**src/rtl/alu_pkg.sv**
```systemverilog
// Shared opcode, FSM state and flag definitions for the pipelined ALU.
package alu_pkg;

    localparam int unsigned OP_W = 4;

    typedef enum logic [OP_W-1:0] {
        OP_ADD = 4'b0000,
        OP_SUB = 4'b0001,
        OP_NOT = 4'b0010,
        OP_AND = 4'b0011,
        OP_OR  = 4'b0100,
        OP_XOR = 4'b0101,
        OP_SLL = 4'b0110,
        OP_SLA = 4'b0111,
        OP_SRL = 4'b1000,
        OP_SRA = 4'b1001
    } opcode_e;

    typedef enum logic [1:0] {
        IDLE  = 2'd0,
        SHIFT = 2'd1,
        DONE  = 2'd2
    } state_e;

    typedef struct packed {
        logic c;
        logic v;
        logic n;
        logic z;
    } flags_t;

    localparam flags_t FLAGS_RST = '{c: 1'b0, v: 1'b0, n: 1'b0, z: 1'b1};

    function automatic logic is_shift(input logic [OP_W-1:0] op);
        return (op == OP_SLL) || (op == OP_SLA) || (op == OP_SRL) || (op == OP_SRA);
    endfunction

    function automatic flags_t mk_flags(input logic c, input logic v, input logic n, input logic z);
        return '{c: c, v: v, n: n, z: z};
    endfunction

endpackage

```
**src/rtl/alu_core_n.sv**
```systemverilog
// Combinational arithmetic/logic core: ADD, SUB, NOT, AND, OR, XOR with carry and overflow.
module alu_core_n
    import alu_pkg::*;
#(
    parameter int unsigned N = 4
) (
    input  logic [N-1:0]    i_a,
    input  logic [N-1:0]    i_b,
    input  logic [OP_W-1:0] i_op,
    output logic [N-1:0]    o_res_c,
    output logic            o_carry_c,
    output logic            o_ovf_c
);

    logic [N:0] w_sum;
    logic [N:0] w_diff;

    // One extra bit so the carry/borrow falls out of the top position
    assign w_sum  = {1'b0, i_a} + {1'b0, i_b};
    assign w_diff = {1'b0, i_a} - {1'b0, i_b};

    always_comb begin
        o_res_c   = '0;
        o_carry_c = 1'b0;
        o_ovf_c   = 1'b0;
        case (i_op)
            OP_ADD: begin
                o_res_c   = w_sum[N-1:0];
                o_carry_c = w_sum[N];
                o_ovf_c   = (i_a[N-1] == i_b[N-1]) && (w_sum[N-1] != i_a[N-1]);
            end
            OP_SUB: begin
                o_res_c   = w_diff[N-1:0];
                o_carry_c = ~w_diff[N];
                o_ovf_c   = (i_a[N-1] != i_b[N-1]) && (w_diff[N-1] != i_a[N-1]);
            end
            OP_NOT: o_res_c = ~i_a;
            OP_AND: o_res_c = i_a & i_b;
            OP_OR:  o_res_c = i_a | i_b;
            OP_XOR: o_res_c = i_a ^ i_b;
            default: ;
        endcase
    end

endmodule

```
**src/rtl/alu_pipe.sv**
```systemverilog
// Handshaked ALU: single-cycle logic/arithmetic ops, bit-serial shifts, held result registers.
module alu_pipe
    import alu_pkg::*;
#(
    parameter int unsigned N   = 4,
    parameter int unsigned SHW = $clog2(N) + 1
) (
    input  logic            clk,
    input  logic            rst,
    input  logic            in_valid,
    output logic            in_ready,
    input  logic [N-1:0]    A,
    input  logic [N-1:0]    B,
    input  logic [OP_W-1:0] SELECT,
    output logic            out_valid,
    input  logic            out_ready,
    output logic [N-1:0]    OUT,
    output logic            FLAG_CARRY,
    output logic            FLAG_OVERFLOW,
    output logic            FLAG_NEGATIVE,
    output logic            FLAG_ZERO
);

    localparam logic [N-1:0] LP_N = N'(N);

    state_e          r_state;
    logic            r_in_ready;
    logic            r_out_valid;
    logic [N-1:0]    r_out;
    flags_t          r_flags;
    logic [SHW-1:0]  r_cnt;
    logic [N-1:0]    r_sh_val;
    logic [OP_W-1:0] r_sh_op;
    logic            r_sh_v;

    logic [N-1:0]    w_core_y;
    logic            w_core_c;
    logic            w_core_v;
    logic            w_is_shift;
    logic [SHW-1:0]  w_cnt;
    logic [N-1:0]    w_acc_y;
    logic            w_acc_c;
    logic            w_acc_v;
    logic [N-1:0]    w_step_y;
    logic            w_step_c;
    logic            w_step_v;

    alu_core_n #(.N(N)) u_core (
        .i_a       (A),
        .i_b       (B),
        .i_op      (SELECT),
        .o_res_c   (w_core_y),
        .o_carry_c (w_core_c),
        .o_ovf_c   (w_core_v)
    );

    // Shift distance saturates at the operand width
    assign w_is_shift = is_shift(SELECT);
    assign w_cnt      = (B > LP_N) ? SHW'(N) : SHW'(B);

    // Result written directly on accept: core ops, or a zero-distance shift passing A through
    always_comb begin
        w_acc_y = w_core_y;
        w_acc_c = w_core_c;
        w_acc_v = w_core_v;
        if (w_is_shift) begin
            w_acc_y = A;
            w_acc_c = 1'b0;
            w_acc_v = 1'b0;
        end
    end

    // One-bit shift step of the captured operand
    always_comb begin
        w_step_y = r_sh_val;
        w_step_c = 1'b0;
        case (r_sh_op)
            OP_SLL, OP_SLA: begin
                w_step_y = {r_sh_val[N-2:0], 1'b0};
                w_step_c = r_sh_val[N-1];
            end
            OP_SRL: begin
                w_step_y = {1'b0, r_sh_val[N-1:1]};
                w_step_c = r_sh_val[0];
            end
            OP_SRA: begin
                w_step_y = {r_sh_val[N-1], r_sh_val[N-1:1]};
                w_step_c = r_sh_val[0];
            end
            default: ;
        endcase
        w_step_v = (r_sh_op == OP_SLA) && (w_step_y[N-1] != r_sh_val[N-1]);
    end

    always_ff @(posedge clk or posedge rst) begin
        if (rst) begin
            r_state     <= IDLE;
            r_in_ready  <= 1'b1;
            r_out_valid <= 1'b0;
            r_out       <= '0;
            r_flags     <= FLAGS_RST;
            r_cnt       <= '0;
            r_sh_val    <= '0;
            r_sh_op     <= '0;
            r_sh_v      <= 1'b0;
        end else begin
            case (r_state)
                IDLE: begin
                    if (in_valid) begin
                        r_in_ready <= 1'b0;
                        if (w_is_shift && (w_cnt != '0)) begin
                            r_sh_val <= A;
                            r_sh_op  <= SELECT;
                            r_sh_v   <= 1'b0;
                            r_cnt    <= w_cnt;
                            r_state  <= SHIFT;
                        end else begin
                            r_out       <= w_acc_y;
                            r_flags     <= mk_flags(w_acc_c, w_acc_v, w_acc_y[N-1], w_acc_y == '0);
                            r_out_valid <= 1'b1;
                            r_state     <= DONE;
                        end
                    end
                end
                SHIFT: begin
                    r_sh_val <= w_step_y;
                    r_sh_v   <= r_sh_v | w_step_v;
                    r_cnt    <= r_cnt - SHW'(1);
                    if (r_cnt == SHW'(1)) begin
                        r_out       <= w_step_y;
                        r_flags     <= mk_flags(w_step_c, r_sh_v | w_step_v, w_step_y[N-1],
                                                w_step_y == '0);
                        r_out_valid <= 1'b1;
                        r_state     <= DONE;
                    end
                end
                DONE: begin
                    if (out_ready) begin
                        r_out_valid <= 1'b0;
                        r_in_ready  <= 1'b1;
                        r_state     <= IDLE;
                    end
                end
                default: begin
                    r_state     <= IDLE;
                    r_in_ready  <= 1'b1;
                    r_out_valid <= 1'b0;
                end
            endcase
        end
    end

    assign in_ready      = r_in_ready;
    assign out_valid     = r_out_valid;
    assign OUT           = r_out;
    assign FLAG_CARRY    = r_flags.c;
    assign FLAG_OVERFLOW = r_flags.v;
    assign FLAG_NEGATIVE = r_flags.n;
    assign FLAG_ZERO     = r_flags.z;

endmodule

```
**config.mk**
```make
export PLATFORM = sky130hd
export DESIGN_NAME = alu_pipe
export DESIGN_NICKNAME = d
export VERILOG_FILES = /design/src/rtl/alu_pkg.sv /design/src/rtl/alu_core_n.sv /design/src/rtl/alu_pipe.sv
export SDC_FILE = /design/constraint.sdc
export NUM_CORES = 1
export LEC_CHECK = 0
export ABC_AREA = 1
export BUFFER_PORTS_ARGS = -buffer_cell sky130_fd_sc_hd__clkbuf_2
export CAP_MARGIN = 10
export CORE_ASPECT_RATIO = 1.4
export CORE_MARGIN = 1
export CORE_UTILIZATION = 30
export DETAILED_ROUTE_END_ITERATION = 7
export PLACE_DENSITY = 0.54
export RECOVER_POWER = 100
export SYNTH_ARGS = -nofsm -noshare
export SYNTH_HDL_FRONTEND = slang
export SYNTH_SLANG_ARGS = --single-unit
```
**constraint.sdc**
```tcl
create_clock -name clk -period 2.9 [get_ports clk]
set_clock_uncertainty 0.05 [all_clocks]
set_input_delay 0.58 -clock clk [delete_from_list [all_inputs] [get_ports clk]]
set_output_delay 0.58 -clock clk [all_outputs]
set_load 0.02 [all_outputs]
```
Word-level counts from Yosys, hierarchy flattened. Index checks and enable logic that the tools add are counted.

Bits in registers: 24. Output and inout port bits: 10.

Add/sub/neg operators: 3. Magnitude comparators: 1. Eq/ne operators: 26. Multiplexer cells: 39. Bitwise gates (word level): 7. Reduce and logical (&&, ||, !) cells: 21.

Operators with widths (count): 2-to-1 mux 4 bit (9); == test 4 x 3 -> 1 bit, second input constant (6); case mux 4 bit (2 select lines) (3); case mux 4 bit (6 select lines) (1); == test 4 bit, second input constant (4); zero test 4 bit (3); case mux 4 bit (3 select lines) (1); AND reduction 3 bit (4); 2-to-1 mux 1 bit (10); inequality test 2 bit, second input constant (5); 2-to-1 mux 3 bit (3); == test 4 x 2 -> 1 bit, second input constant (2); 2-to-1 mux 2 bit (4); case mux 1 bit (2 select lines) (4); AND reduction 4 bit (2); case mux 1 bit (3 select lines) (2); case mux 2 bit (3 select lines) (1); case mux 3 bit (2 select lines) (1); adder 4 x 4 -> 5 bit (1); subtractor 4 x 4 -> 5 bit (1); bitwise AND 4 bit (1); == test 4 x 1 -> 1 bit, second input constant (1); greater-than comparator 4 x 3 -> 1 bit, second input constant (1); logical AND 1 bit (4); other kinds (16) (23).

Longest topological paths before layout.
Depth after elaboration: 9. Gate-level depth with buffers: 13.

Modules after synthesis. Synthesis repeated with hierarchy kept, for this count alone.

Cells, all modules: 315. Area total of the unflattened synthesis: 2072.0 µm².

By module, submodules not included: alu_pipe (instances 1, cells each 192, area each 1406.3 µm², seq. area each 578.1 µm²); alu_core_n (instances 1, cells each 123, area each 665.6 µm², seq. area each 0.0 µm²).

Least setup slack after synthesis. No wires, ideal clock.

Kind: input port to flip-flop. From: in A[0]. To: reg r_flags (netlist bit FLAG_ZERO). Arrival time: 1883 ps. Data required time: 2782 ps. Path slack: 899 ps. Stages: 13. Path through: inv_1 -> ha_1 -> inv_1 -> fa_1 -> inv_1 -> nand2_1 -> nand2_1 -> nor2_1 -> nor2_1 -> nand3_1 -> nor2_1 -> nand3_1 -> a21oi_2.

Longest elaborated chain between the ends: 7. Elaborated cells on any way between the ends: 12. Classes of those cells: add/sub: 2; mux: 5; bitwise: 4; reduce/logical: 1.

Ends and longest elaborated chain: start, declared (line alu_pipe.sv:12) `input logic [N-1:0] A,`; subtractor 4 x 4 -> 5 bit (tied with other cells) (line alu_core_n.sv:20) `assign w_diff = {1'b0, i_a} - {1'b0, i_b};`; case mux 4 bit (6 select lines) (line alu_core_n.sv:26) `case (i_op)`; 2-to-1 mux 4 bit * (line alu_pipe.sv:66) `if (w_is_shift) begin`; zero test 4 bit * (line alu_pipe.sv:119) `r_flags <= mk_flags(w_acc_c, w_acc_v, w_acc_y[N-1], w_acc_y == '0);`; 2-to-1 mux 4 bit * (line alu_pipe.sv:111) `if (w_is_shift && (w_cnt != '0)) begin`; 2-to-1 mux 4 bit * (line alu_pipe.sv:109) `if (in_valid) begin`; case mux 4 bit (2 select lines) * (line alu_pipe.sv:107) `case (r_state)`; end signal, assigned (line alu_pipe.sv:119); end signal, assigned (line alu_pipe.sv:131) `r_flags <= mk_flags(w_step_c, r_sh_v | w_step_v, w_step_y[N-1],`; end, declared (line alu_pipe.sv:30) `flags_t r_flags;`.

Mark *: on every way between the ends. The rest lies on a longest branch, timed or not. The select of a mux whose other input is x is not followed. A chain may end at the register's enable or synchronous reset.

Worst setup path in the final report.
From: in SELECT[1]. To: reg r_flags (netlist bit FLAG_ZERO).

Longest elaborated chain between the ends: 9. Elaborated cells on any way between the ends: 22. Classes of those cells: eq/ne: 10; mux: 5; reduce/logical: 7.

Ends and longest elaborated chain: start, declared (line alu_pipe.sv:14) `input logic [OP_W-1:0] SELECT,`; parallel branches: the longest is 9 deep, another holds case mux 4 bit (6 select lines).

Several ways; the timed one is not identified. The select of a mux whose other input is x is not followed.

==> results_dict.tcl <==
set metrics [dict create \
    outcome "complete, but fails checks" \
    violations "DRC" \
    seq_power_share_pct 34.8 \
    clk_pin_slew_ps 90 \
    dpl.hpwl_um 4417 \
    numClockSinks 23 \
    grt_max_degree 24 \
    finalSetupTns_ps 0 \
    grt_pass1_wl_um 8942 \
    critical_path.top_delay_family "compound AO/OA/AOI/OAI gates" \
    final_nets 367 \
    dieArea_um2 6970 \
    arrival_ps 2560 \
    slew_headroom_pct 39.77 \
    grt_pass1_vias 1952 \
    final_cells 406 \
    finalMaxSlewViolations 0 \
    leakagePower_nw 1.182 \
    rows 34 \
    fmax_ghz 0.4170 \
    cp.required_ps 3060 \
    fin_crit_ps 2398 \
    clk_latency_ps 270 \
    antenna_found_initial 0 \
    die_w_um 70.85 \
    synth_area_leaders "dfrtp_1 (26%), nand2_1 (15%), inv_1 (9.4%)" \
    p_comb_share_pct 53.7 \
    swShare_pct 49.95 \
    finalCritPeriodShare_pct 82.70 \
    grt_overflow 0 \
    ant_nets 0 \
    diodes 0 \
    cpPeakStageDelay_ps 400 \
    start_util_pct 31.62 \
    post_cts_buffers 0 \
    hold_viol 0 \
    syn_inst 307 \
    synth_mux_area_share_pct 0 \
    grt.total_usage_pct 16.26 \
    netlist_area_um2 1991 \
    final_util_pct 35.25 \
    critical_path_depth 10 \
    synth_xor_area_share_pct 0.4400 \
    fin_area_um2 2220 \
    synth_top_area_share_pct 26.40 \
    gp_congestion 0.9136 \
    dr.pass1.iters 7 \
    via_per_inst 4.998 \
    tightest_slew_ps 902.5 \
    placed_cells 402 \
    yosys.area.top_type "dfrtp_1" \
    synth-simple-area-share_pct 33.12 \
    wirelength_um 5446 \
    die_h_um 98.39 \
    fillers 727 \
    synth_top_family_by_area "simple AND/OR/NAND/NOR gates" \
    h-tree-depth 1 \
    vdd_ir_drop_max_v 0.0002337 \
    p_switching_w 0.0008793 \
    power-per-cell-area_nw_per_um2 793.0 \
    crit_type "primary input to flop" \
    start_kind "primary input" \
    critPathCaptureType "flop" \
    wire_per_inst_um 13.41 \
    cts_hold_buf 0 \
    ys_warn_count 0 \
    tritoncts "yes" \
    worstPathCellList "clkbuf_1 -> o21ai_0 -> nand2_2 -> clkinvlp_2 -> nand2_1 -> o21ai_4 -> clkinvlp_2 -> nand2_1 -> inv_1 -> a21oi_2" \
    ys_ff_latch 23 \
    path_buf_inv 4 \
    ys_types 34 \
    synth-compound-area-share_pct 15.21 \
    cap_viol_max_count 0 \
    rsz0062_at_grt "false" \
    avgSynthCellArea_um2 6.484 \
    area_delta_synth_final_pct 11.50 \
    slowest_stage "o21ai_0" \
    synth-adder-area-share_pct 10.81 \
    cts_resized 0 \
    clock_path_buffers 2 \
    cts_root_buf "clkbuf_8" \
    seq_area_frac_synth_pct 29.04 \
    clkPwrFrac_pct 11.6 \
    drive_above_1_share_pct 9.281 \
    port_buffers 25 \
    hold_path_class "primary input to asynchronous set/reset pin" \
    worstRegToRegCells 10 \
    coreArea_um2 6296 \
    cts_buffers 3 \
    setup_viol 0 \
    power.internal_w 0.0008809 \
    post_dp_cell_area_um2 2197 \
    vias 2029 \
    syn-num-nets 339 \
    crit_fanout 10 \
    ioPinCount 26 \
    drt_iter0_markers 90 \
    route.detailed.drc 6 \
]
==> cell usage in the layout, fill, tap and decap left out, drive strengths merged <==
| cell type | Yosys | routed |
|---|---|---|
| nand2 | 81 | 81 |
| inv | 53 | 52 |
| nor2 | 42 | 42 |
| o21ai | 30 | 30 |
| clkbuf | 1 | 29 |
| nand3 | 27 | 27 |
| dfrtp | 21 | 21 |
| ha | 14 | 14 |
| a21oi | 14 | 14 |
| nand4 | 4 | 4 |
| a31oi | 3 | 3 |
| o22ai | 3 | 3 |
| dfstp | 2 | 2 |
| clkinvlp | 0 | 2 |
| nor3 | 2 | 2 |
| fa | 2 | 2 |
| clkinv | 2 | 1 |
| xor2 | 1 | 1 |
| nand3b | 1 | 1 |
| o211ai | 1 | 1 |
| o21a | 1 | 1 |
| buf | 2 | 1 |
==> cell families (layout without fill, tap and decap cells) <==
family | Yosys count | in the layout
flops | 23 | 23
compound gates | 52 | 52
xor+xnor | 1 | 1
fa+ha+maj | 16 | 16
buf+inv | 58 | 85
simple gates | 157 | 157
==> worst paths after layout <==
check | slack (ps) | to | startpoint
max | 500 | FLAG_ZERO | SELECT[1]
min | 430 | OUT[2] | rst
max reg2reg | 870 | FLAG_ZERO | r_state[0]
min reg2reg | 440 | OUT[0] | OUT[0]
max in group asynchronous | 1810 | out_valid | rst
min in group clk | 440 | OUT[0] | OUT[0]
==> worst register-to-register path, stage by stage (launching register included) <==
cell	delay, ps
dfrtp_1	430
inv_2	100
nor2_4	230
o21ai_1	170
nand2_1	90
nor2_1	60
o21ai_4	120
clkinvlp_2	400
nand2_1	170
inv_1	60
a21oi_2	120
==> stage by stage <==
| stage | total power, W | setup slack (ps) | hold slack, ps |
|---|---|---|---|
| after detailed placement | 0.001592 | 604.6 | 434.0 |
| after CTS | 0.001796 | 879.3 | 454.0 |
| final | 0.001760 | 501.7 | 431.9 |
| after global routing | 0.001924 | 339.9 | 499.3 |
| after global placement | 0.001586 | 602.5 | 427.3 |
| after floorplan | 0.001318 | 899.0 | 424.9 |
==> power groups by stage <==
stage                     combinational (W)  clock, W  sequential, W
after floorplan                    0.000647         0       0.000671
after global placement             0.000968         0       0.000618
after detailed placement           0.000972         0       0.000620
after CTS                          0.000978  0.000205       0.000613
after global routing                0.00107  0.000216       0.000635
final                              0.000945  0.000203       0.000612
==> state kept, by name (all words and copies together), names as in the netlist, 2 cells and up <==
name and cells:
r_state 2, r_cnt 3, r_sh_val 4, OUT 4, r_sh_op 4
==> final cells by class <==
cell class | count | area (um2) | area share [%]
multi-input cells | 226 | 1179 | 53.10
flip-flops and latches | 23 | 578.1 | 26.04
inverters | 55 | 209.0 | 9.414
repair buffers | 26 | 118.9 | 5.355
well taps | 72 | 90.09 | 4.059
clock buffers | 4 | 45.04 | 2.029
==> per-layer routing <==
layer,track usage [%],wire length [um],vias to the layer above
met5,0,0,-
met4,4.769,119,0
met3,1.032,122,9
met2,32.10,2923,35
met1,18.18,2282,957
li1,-,-,1028
==> synthesized netlist by cell type (all sizes together) <==
cell type and instances:
nand2 81, inv 53, nor2 42, o21ai 30, nand3 27, dfrtp 21, a21oi 14, ha 14
nand4 4, a31oi 3, o22ai 3, buf 2, clkinv 2, dfstp 2, fa 2, nor3 2
clkbuf 1, nand3b 1, o211ai 1, o21a 1, xor2 1
(Power assumes the default switching activity.)
